===== config.mk =====
export PLATFORM = sky130hd
export DESIGN_NAME = hwpe_multistream_ctrl_fsm
export DESIGN_NICKNAME = d
export VERILOG_FILES = /design/src/rtl/hwpe_multistream_ctrl_fsm.sv
export SDC_FILE = /design/constraint.sdc
export NUM_CORES = 1
export LEC_CHECK = 0
export BUFFER_PORTS_ARGS = -buffer_cell sky130_fd_sc_hd__buf_2
export CAP_MARGIN = 10
export CORE_AREA = 5 5 184 186
export DETAILED_ROUTE_END_ITERATION = 16
export DIE_AREA = 0 0 189 191
export PLACE_DENSITY = 0.68
export SLEW_MARGIN = 0
export SYNTH_ARGS = -nofsm -noshare
export SYNTH_HDL_FRONTEND = slang
export SYNTH_SLANG_ARGS = --single-unit

===== constraint.sdc =====
create_clock -name clk_i -period 4.2 [get_ports clk_i]
set_clock_uncertainty 0.1 [all_clocks]
set_input_delay 0.42 -clock clk_i [delete_from_list [all_inputs] [get_ports clk_i]]
set_output_delay 0.42 -clock clk_i [all_outputs]
set_load 0.01 [all_outputs]

===== src/rtl/hwpe_multistream_ctrl_fsm.sv =====
// Multi-stream HWPE control FSM sequencing streamer, engine and uloop.
// Optional watchdog abort: define HWPE_MULTISTREAM_FSM_WATCHDOG_EN.
module hwpe_multistream_ctrl_fsm #(
    parameter int NUM_SRC  = 3,
    parameter int NUM_SNK  = 1,
    parameter int LEN_W    = 16,
    parameter int ADDR_W   = 32,
    parameter int NUM_OFFS = 4,
    parameter int WDOG_W   = 20,
    localparam int NS      = NUM_SRC + NUM_SNK,
    localparam int OW      = (NUM_OFFS > 1) ? $clog2(NUM_OFFS) : 1
) (
    input  logic                   clk_i,
    input  logic                   rst_ni,
    input  logic                   clear_i,
    input  logic                   start_i,
    input  logic [LEN_W-1:0]       len_i,
    input  logic [NS-1:0]          stream_en_i,
    input  logic [NS*ADDR_W-1:0]   base_addr_i,
    input  logic [NS*OW-1:0]       offs_sel_i,
    input  logic [NUM_OFFS*ADDR_W-1:0] uloop_offs_i,
    input  logic                   uloop_valid_i,
    input  logic                   uloop_done_i,
    output logic                   uloop_enable_o,
    output logic                   uloop_clear_o,
    input  logic [NS-1:0]          ready_start_i,
    output logic [NS-1:0]          req_start_o,
    output logic [NS*ADDR_W-1:0]   stream_addr_o,
    output logic [LEN_W-1:0]       trans_size_o,
    input  logic [LEN_W-1:0]       eng_cnt_i,
    input  logic                   eng_acc_valid_i,
    output logic                   eng_start_o,
    output logic                   eng_clear_o,
    output logic                   eng_enable_o,
    output logic                   busy_o,
    output logic                   done_o,
    output logic                   evt_o,
    output logic [15:0]            tile_cnt_o,
    output logic                   abort_o
);

    typedef enum logic [2:0] {
        S_IDLE,
        S_START,
        S_WAIT,
        S_COMPUTE,
        S_UPDATEIDX,
        S_TERMINATE
    } state_t;

    state_t      r_state;
    state_t      w_next;
    logic [15:0] r_tile_cnt;
    logic        w_rdy;
    logic        w_go;
    logic        w_tile_clr;
    logic        w_tile_inc;
    logic [OW-1:0] w_sel;

    // Disabled streams count as ready so they never block a job.
    assign w_rdy        = &(ready_start_i | ~stream_en_i);
    assign req_start_o  = w_go ? stream_en_i : '0;
    assign eng_start_o  = w_go;
    assign evt_o        = done_o;
    assign busy_o       = (r_state != S_IDLE);
    assign tile_cnt_o   = r_tile_cnt;
    assign trans_size_o = len_i;

    always_comb begin
        stream_addr_o = '0;
        w_sel         = '0;
        for (int i = 0; i < NS; i++) begin
            w_sel = offs_sel_i[i*OW +: OW];
            stream_addr_o[i*ADDR_W +: ADDR_W] =
                base_addr_i[i*ADDR_W +: ADDR_W] +
                uloop_offs_i[int'(w_sel)*ADDR_W +: ADDR_W];
        end
    end

`ifdef HWPE_MULTISTREAM_FSM_WATCHDOG_EN
    logic [WDOG_W-1:0] r_wdog;
    logic              w_wdog_act;
    logic              w_wdog_hit;
    logic              w_abort;

    assign w_wdog_act = (r_state == S_WAIT) || (r_state == S_COMPUTE) ||
                        (r_state == S_TERMINATE);
    assign w_wdog_hit = w_wdog_act && (&r_wdog);
    assign abort_o    = w_abort;

    always_ff @(posedge clk_i or negedge rst_ni) begin
        if (!rst_ni) begin
            r_wdog <= '0;
        end else if (clear_i || !w_wdog_act || (w_next != r_state)) begin
            r_wdog <= '0;
        end else begin
            r_wdog <= r_wdog + 1'b1;
        end
    end
`else
    logic w_unused_wdog;
    assign w_unused_wdog = (WDOG_W > 0);
    assign abort_o       = 1'b0;
`endif

    always_comb begin
        w_next         = r_state;
        w_go           = 1'b0;
        w_tile_clr     = 1'b0;
        w_tile_inc     = 1'b0;
        uloop_enable_o = 1'b0;
        uloop_clear_o  = 1'b0;
        eng_clear_o    = 1'b0;
        eng_enable_o   = 1'b1;
        done_o         = 1'b0;
`ifdef HWPE_MULTISTREAM_FSM_WATCHDOG_EN
        w_abort        = 1'b0;
`endif
        unique case (r_state)
            S_IDLE: begin
                uloop_clear_o = 1'b1;
                eng_clear_o   = 1'b1;
                if (start_i) begin
                    w_next     = S_START;
                    w_tile_clr = 1'b1;
                end
            end
            S_START: begin
                if (w_rdy) begin
                    w_go   = 1'b1;
                    w_next = S_COMPUTE;
                end else begin
                    w_next = S_WAIT;
                end
            end
            S_WAIT: begin
                if (w_rdy) begin
                    w_go   = 1'b1;
                    w_next = S_COMPUTE;
                end else begin
                    eng_enable_o = 1'b0;
                end
            end
            S_COMPUTE: begin
                if ((eng_cnt_i == len_i) && eng_acc_valid_i) begin
                    w_next     = S_UPDATEIDX;
                    w_tile_inc = 1'b1;
                end
            end
            S_UPDATEIDX: begin
                if (!uloop_valid_i) begin
                    uloop_enable_o = 1'b1;
                end else if (uloop_done_i) begin
                    w_next = S_TERMINATE;
                end else if (w_rdy) begin
                    w_go   = 1'b1;
                    w_next = S_COMPUTE;
                end else begin
                    w_next = S_WAIT;
                end
            end
            S_TERMINATE: begin
                eng_enable_o = 1'b0;
                if (w_rdy) begin
                    done_o = 1'b1;
                    w_next = S_IDLE;
                end
            end
            default: w_next = S_IDLE;
        endcase
`ifdef HWPE_MULTISTREAM_FSM_WATCHDOG_EN
        // Abort keeps the tile count so software can see how far the job got.
        if (w_wdog_hit) begin
            w_next     = S_IDLE;
            w_go       = 1'b0;
            w_tile_inc = 1'b0;
            done_o     = 1'b1;
            w_abort    = 1'b1;
        end
`endif
        if (clear_i) begin
            w_next         = S_IDLE;
            w_go           = 1'b0;
            w_tile_clr     = 1'b1;
            w_tile_inc     = 1'b0;
            uloop_enable_o = 1'b0;
            uloop_clear_o  = 1'b1;
            eng_clear_o    = 1'b1;
            eng_enable_o   = 1'b1;
            done_o         = 1'b0;
`ifdef HWPE_MULTISTREAM_FSM_WATCHDOG_EN
            w_abort        = 1'b0;
`endif
        end
    end

    always_ff @(posedge clk_i or negedge rst_ni) begin
        if (!rst_ni) begin
            r_state <= S_IDLE;
        end else begin
            r_state <= w_next;
        end
    end

    always_ff @(posedge clk_i or negedge rst_ni) begin
        if (!rst_ni) begin
            r_tile_cnt <= '0;
        end else if (w_tile_clr) begin
            r_tile_cnt <= '0;
        end else if (w_tile_inc && (r_tile_cnt != 16'hFFFF)) begin
            r_tile_cnt <= r_tile_cnt + 16'd1;
        end
    end

endmodule


Word level (Yosys, flattened, before mapping)
Index checks and enable logic that the tools add are counted.
- register bits: 19
- output and inout bits: 173
- word-level logic and storage cells: 65
- add/sub/neg operators: 5
- eq/ne operators: 12
- shift-type cells: 4
- multiplexer cells: 32
- bitwise operators: 2
- reductions and logical operators: 8
- operator list (cell ; count):
    128-bit by 8-bit variable part select with 32-bit output ; 4
    32-bit adder ; 4
    16-bit 2-to-1 mux ; 2
    3-bit 2-to-1 mux ; 7
    1-bit 2-to-1 mux ; 19
    3-bit case mux with 6 select lines ; 1
    16-bit by 1-bit adder with 16-bit output, second input constant ; 1
    16-bit equality test ; 1
    16-bit inequality test, second input constant ; 1
    3-bit inequality test, second input constant ; 5
    3-bit by 2-bit equality test with 1-bit output, second input constant ; 2
    3-bit equality test, second input constant ; 2
    5-bit AND reduction ; 1
    4-bit 2-to-1 mux ; 1
    4-bit inverter ; 1
    4-bit OR ; 1
    1-bit case mux with 2 select lines ; 2
    4-bit AND reduction ; 1
    3-bit by 1-bit equality test with 1-bit output, second input constant ; 1
    3-bit zero test ; 1
    3-bit nonzero test ; 1
    1-bit logical AND ; 2
    2-bit nonzero test ; 1
    2-bit OR reduction ; 1

Depth between registers and ports, before layout
Gate-level depths: netlist of run 1.
- depth in word-level cells: 9
- depth in mapped cells: 13

Worst setup path after synthesis of run 1
OpenSTA, ideal clock, no wires.
- kind: input -> output
- start: input offs_sel_i[0]
- end: output stream_addr_o[30]
- arrival: 4147 ps
- setup slack: -467 ps
- stages: 13
- cells stage by stage: clkbuf_1 -> buf_1 -> mux4_2 -> ha_1 -> fa_1 -> a211oi_2 -> o21bai_1 -> a21o_1 -> a211oi_2 -> o221ai_2 -> and4b_1 -> or2_1 -> o311ai_1
- word-level cells in the longest chain between the ends: 2
- ends and longest elaborated chain (what ; RTL line ; text):
    start: declaration ; 20 ; input logic [NS*OW-1:0] offs_sel_i,
    128-bit by 8-bit variable part select with 32-bit output ; 76 ; uloop_offs_i[int'(w_sel)*ADDR_W +: ADDR_W];
    32-bit adder ; 75 ; base_addr_i[i*ADDR_W +: ADDR_W] +
    end: declaration ; 28 ; output logic [NS*ADDR_W-1:0] stream_addr_o,
Every way passes these cells.

Worst setup path in the final report of run 1
Same ends and word-level chain as after synthesis.

==> results.yml, run 1 <==
floorplanning:
  die-area_um2: 36100
  die_w_um: 189
  num_io_pins: 484
  start_util: 0.347
  rows: 66
  die_h_um: 191
  core_area_um2: 32100
synth:
  synth_warnings: 0
  ys_top_cells_by_area: "mux4_2, ha_1, xnor2_1"
  netlist_area_um2: 11200
  synthCells: 1287
  synth_top_area_frac: 0.258
  synth_flop_cell: "dfrtp_1"
  seq_area_frac_synth: 0.0426
  synth.net_count: 1727
  ys_ff_latch: 19
  synth_edf_count: 0
  avgSynthCellArea_um2: 8.67
  ys_types: 75
  async_flop_share: 1.00
  netlist_top_cells_count: "a21oi_1, mux4_2, ha_1"
  yosys.area.top_type: "mux4_2"
  yosysMostFrequentCell: "a21oi_1"
placement:
  dpl_cell_area_um2: 14600
  dp_slack_ps: -152
  dpl.cell_count: 2209
  hpwlAfterDp_um: 45400
  gp_congestion: 1.01
  io_buffers: 482
status:
  status: "complete, no violations"
timing:
  drv_slew: 0
  setup_viol: 0
  final_hold_viol_count: 0
  setup_ws_ps: 63.1
  relSlewSlack: 0.442
  fin_hold_ws_ps: 7.41
  worst_slew_pin_slew_ps: 834
  min_period_ps: 4140
  fmax_mhz: 242
  timing.final.crit_share: 0.985
drt:
  dr.first_iter.drc_count: 942
  firstDrtPassIters: 5
  ant_nets: 0
  viasPerCell: 5.90
  detail_route.wl_per_cell_um: 23.2
  drc: 0
  via_count: 13300
  routed_wl_um: 52200
clocking:
  cts_buffer_depth: 2
  numCtsBuffers: 3
  insertion_delay_ps: 250
  cts_tree: "yes"
  clkTransAtPathRegs_ps: 60
  clock-root-buffer: "clkbuf_16"
  clock-sinks: 19
  cts_hold_buffers: 0
  htree_levels: 1
setup_path:
  crit_path_end_kind: "output pin"
  required_ps: 3680
  worstPathMaxFanout: 3
  worstPathArrival_ps: 3620
  critPathLaunchType: "primary input"
  crit_type: "primary input to output pin"
power:
  pwr-share-comb: 0.892
  swShare: 0.518
  p_switching_mw: 2.00
  ir_worst_vdd_mv: 0.125
  powerDensity_nw_per_um2: 257
  total_leakage_power_nw: 7.07
  seqPwrFrac: 0.057
  clock_power_share: 0.051
  intPower_mw: 1.86
global_routing:
  grt_max_degree: 32
  antenna_found_initial: 38
  grt_pass1_wl_um: 75800
  grt-ovfl-total: 0
  grt_usage: 0.267
  grt_pass1_vias: 13200
cells_and_area:
  layout.nets: 2254
  drive_gt1_frac: 0.438
  stdcell_area_um2: 15000
  area_growth_pct: 34.7
  final-instance-count-excl-fill: 2250
run:
  drv_cap: 0
hold_path:
  hp-class: "primary input to asynchronous set/reset pin"
==> flip-flops by register name (all words and copies together), names as in the netlist <==
register    flops
r_state         3
tile_cnt_o     16
==> layout make-up <==
class	count	area, um^2
Tap cell	408	510
Clock inverter	1	5.00
Timing Repair Buffer	601	3420
Clock buffer	3	75.1
Fill cell	3185	17100
Sequential cell	19	475
Multi-Input combinational cell	1141	10300
Antenna cell	29	72.6
Inverter	48	180
==> metal layers <==
metal / GRT usage / up-vias / part of all wire / wire, um
li1: - / 6094 / - / -
met1: 0.321 / 6382 / 0.38 / 20000
met2: 0.465 / 666 / 0.49 / 25400
met3: 0.0665 / 112 / 0.092 / 4820
met4: 0.0975 / 22 / 0.035 / 1820
met5: 0 / - / 0.0031 / 160
==> power groups by stage <==
stage / logic, mW / registers [mW] / clock network [mW]
after floorplan: 2.00 / 0.200 / 0
after global placement: 3.31 / 0.221 / 0
after detailed placement: 3.32 / 0.223 / 0
after CTS: 3.36 / 0.220 / 0.200
after global routing: 3.71 / 0.224 / 0.207
final: 3.44 / 0.220 / 0.198
==> per-stage QoR <==
step                      power [mW]   util  setup TNS, ps
after global routing            4.14  0.467           -172
after detailed placement        3.54  0.455           -268
after global placement          3.53  0.455           -207
after CTS                       3.78  0.458          -11.6
after floorplan                 2.20      -          -29.7
final                           3.86  0.468              0
==> logic make-up (layout without fill, tap and decap cells) <==
family / after synthesis / count (layout) / share of synthesized area
AO/OA/AOI/OAI: 413 / 413 / 0.239
XOR/XNOR: 142 / 142 / 0.111
adder cells (fa/ha/maj): 129 / 129 / 0.147
buffers and inverters: 127 / 653 / 0.0493
flip-flops: 19 / 19 / 0.0426
multiplexers: 133 / 133 / 0.263
other: 1 / 30 / 0.000336
AND/OR/NAND/NOR: 323 / 323 / 0.147
==> path summary, 6_finish.rpt <==
path / start / to / slack, ps / cells past startpoint
worst max-delay path: offs_sel_i[0] / stream_addr_o[30] / 60 / 13
worst min-delay path: rst_ni / tile_cnt_o[13] / 7 / 1
worst max register to register: tile_cnt_o[5] / tile_cnt_o[13] / 1520 / 8
worst min register to register: tile_cnt_o[13] / tile_cnt_o[13] / 440 / 1
max in group asynchronous: rst_ni / tile_cnt_o[11] / 3690 / 1
min in group clk_i: uloop_done_i / r_state[2] / 410 / 3
==> critical path, stage by stage <==
cell and delay [ps]:
buf_4 110, mux4_2 540, ha_4 190, fa_2 410
a211oi_2 200, o21bai_1 110, a21o_1 220, a211oi_4 340
o221ai_2 170, and4b_1 230, or2_4 250, o311ai_2 250
buf_2 180
==> timing repair <==
item                       4_1_cts  5_1_grt
gates cloned                     0        1
resized for setup                8       49
setup endpoints to repair       10       31
pin swaps                        3       18
setup buffers                    2        5
==> layout by cell type, fill, tap and decap left out, drive strengths merged, types with 16 or more instances in the layout <==
| cell type | count |
|---|---|
| buf | 600 |
| a21oi | 140 |
| mux4 | 128 |
| ha | 125 |
| xnor2 | 90 |
| nand2 | 87 |
| a21o | 70 |
| o21ai | 70 |
| nor2 | 68 |
| xor2 | 52 |
| inv | 48 |
| nand3 | 35 |
| diode | 29 |
| nand4 | 23 |
| o21bai | 20 |
| dfrtp | 19 |
| o211ai | 19 |
| o21a | 18 |
| nor3 | 18 |
| and3 | 16 |
Power figures use the tool's default switching activity.
==> run 2: changes to the inputs <==
==> constraint.sdc (replaced) <==
create_clock -name clk_i -period 4.2 [get_ports clk_i]
set_clock_uncertainty 0.1 [all_clocks]
set_input_delay 0.63 -clock clk_i [delete_from_list [all_inputs] [get_ports clk_i]]
set_output_delay 0.63 -clock clk_i [all_outputs]
set_load 0.01 [all_outputs]
==> results.yml, run 2 (synthesis results as in run 1) <==
placement:
  dp_slack_ps: -413
  dpl.cell_count: 2435
  dpl_cell_area_um2: 16400
  io_buffers: 482
  hpwlAfterDp_um: 47500
  gp_congestion: 1.05
drt:
  firstDrtPassIters: 5
  via_count: 14600
  drc: 0
  viasPerCell: 5.84
  ant_nets: 0
  dr.first_iter.drc_count: 984
  detail_route.wl_per_cell_um: 22.6
  routed_wl_um: 56700
power:
  total_leakage_power_nw: 8.66
  power_mw: 4.77
  ir_worst_vdd_mv: 0.173
  powerDensity_nw_per_um2: 256
floorplanning:
  die-area_um2: 36100
  die_w_um: 189
  die_h_um: 191
  core_area_um2: 32100
  rows: 66
  num_io_pins: 484
  start_util: 0.347
global_routing:
  grt_pass1_vias: 14500
  grt_max_degree: 24
  grt-ovfl-total: 0
  antenna_found_initial: 29
  grt_usage: 0.281
  grt_pass1_wl_um: 80300
timing:
  setup_ws_ps: -208
  timing.final.crit_share: 1.05
  min_period_ps: 4410
  fmax_mhz: 227
  worst_slew_pin_slew_ps: 854
  rsz0062_at_grt: "true"
  setup_viol: 21
  final_hold_viol_count: 0
  drv_slew: 0
  relSlewSlack: 0.429
clocking:
  cts_buffer_depth: 2
  clock-sinks: 19
  clock-root-buffer: "clkbuf_16"
  htree_levels: 1
  clkTransAtPathRegs_ps: 60
  numCtsBuffers: 3
  insertion_delay_ps: 250
  cts_hold_buffers: 0
  cts_tree: "yes"
cells_and_area:
  drive_gt1_frac: 0.584
  largest_reg_flops: 16
  final-instance-count-excl-fill: 2507
  area_growth_pct: 67.1
  final_util: 0.580
  final_common_cell: "buf_2"
  final_cell_mix: "buf_2, buf_4, mux4_2"
  stdcell_area_um2: 18600
  layout.nets: 2519
setup_path:
  critPathLaunchType: "primary input"
  required_ps: 3470
  ff2ff_path_depth: 8
  worstPathArrival_ps: 3680
  crit_path_end_kind: "output pin"
  crit_type: "primary input to output pin"
  worstPathMaxFanout: 3
status:
  status: "finished with violations"
  failed_checks: "setup timing"
hold_path:
  hp-class: "primary input to asynchronous set/reset pin"
run:
  drv_cap: 0
==> run 2: cell types whose count changed in the layout (fill, tap and decap cells not counted), sizes merged <==
cell	previous run	this run
buf	600	864
diode	29	21
clkbuf	4	6
clkinv	1	0
==> run 2: metal layers <==
layer	global-route usage	share of wire
met1	0.333	0.37
met2	0.488	0.48
met3	0.0734	0.098
met4	0.107	0.049
met5	0	0.0022
==> run 2: cell type report <==
type / instances / area (um^2)
inverter: 48 / 180
sequential: 19 / 475
tap: 408 / 510
clock buffer: 4 / 78.8
timing repair buffer: 866 / 5710
multi-input combinational: 1141 / 11600
antenna: 21 / 52.6
fill: 2810 / 13500
==> run 2: through the flow <==
step / TNS [ps] / hold slack (ps)
floorplan: -90.6 / 234
CTS: -956 / 225
global route: -5020 / 256
global placement: -10820 / 424
detailed placement: -12570 / 450
finish: -1290 / 211
==> run 2: path summary, 6_finish.rpt <==
| check | startpoint | endpoint | slack (ps) |
|---|---|---|---|
| min in group clk_i | tile_cnt_o[0] | tile_cnt_o[0] | 470 |
| max in group asynchronous | rst_ni | tile_cnt_o[11] | 3480 |
| worst min-delay path | rst_ni | r_state[2] | 210 |
| worst max register to register | tile_cnt_o[5] | tile_cnt_o[13] | 1470 |
| worst max-delay path | offs_sel_i[0] | stream_addr_o[30] | -210 |
| worst min register to register | tile_cnt_o[0] | tile_cnt_o[0] | 470 |
==> run 2: repair_timing <==
action | 4_1_cts | 5_1_grt
gates resized for setup | 159 | 167
cloned | 0 | 1
endpoints found under the setup margin | 60 | 60
pin swaps | 81 | 102
buffers inserted | 22 | 32
==> run 2: critical path, cell delays in order <==
cell and delay, ps:
buf_8 80, mux4_2 550, ha_4 200, fa_2 390, a211oi_2 180, o21bai_1 120, a21o_1 200, a211oi_2 210
buf_4 170, o221ai_4 120, and4b_1 220, or2_4 260, o311ai_4 220, buf_6 140
==> run 2: report_power, final <==
part | total, mW | internal, mW | switching [mW]
clock | 0.198 | 0.129 | 0.0690
sequential | 0.220 | 0.192 | 0.0288
combinational | 4.35 | 2.14 | 2.22
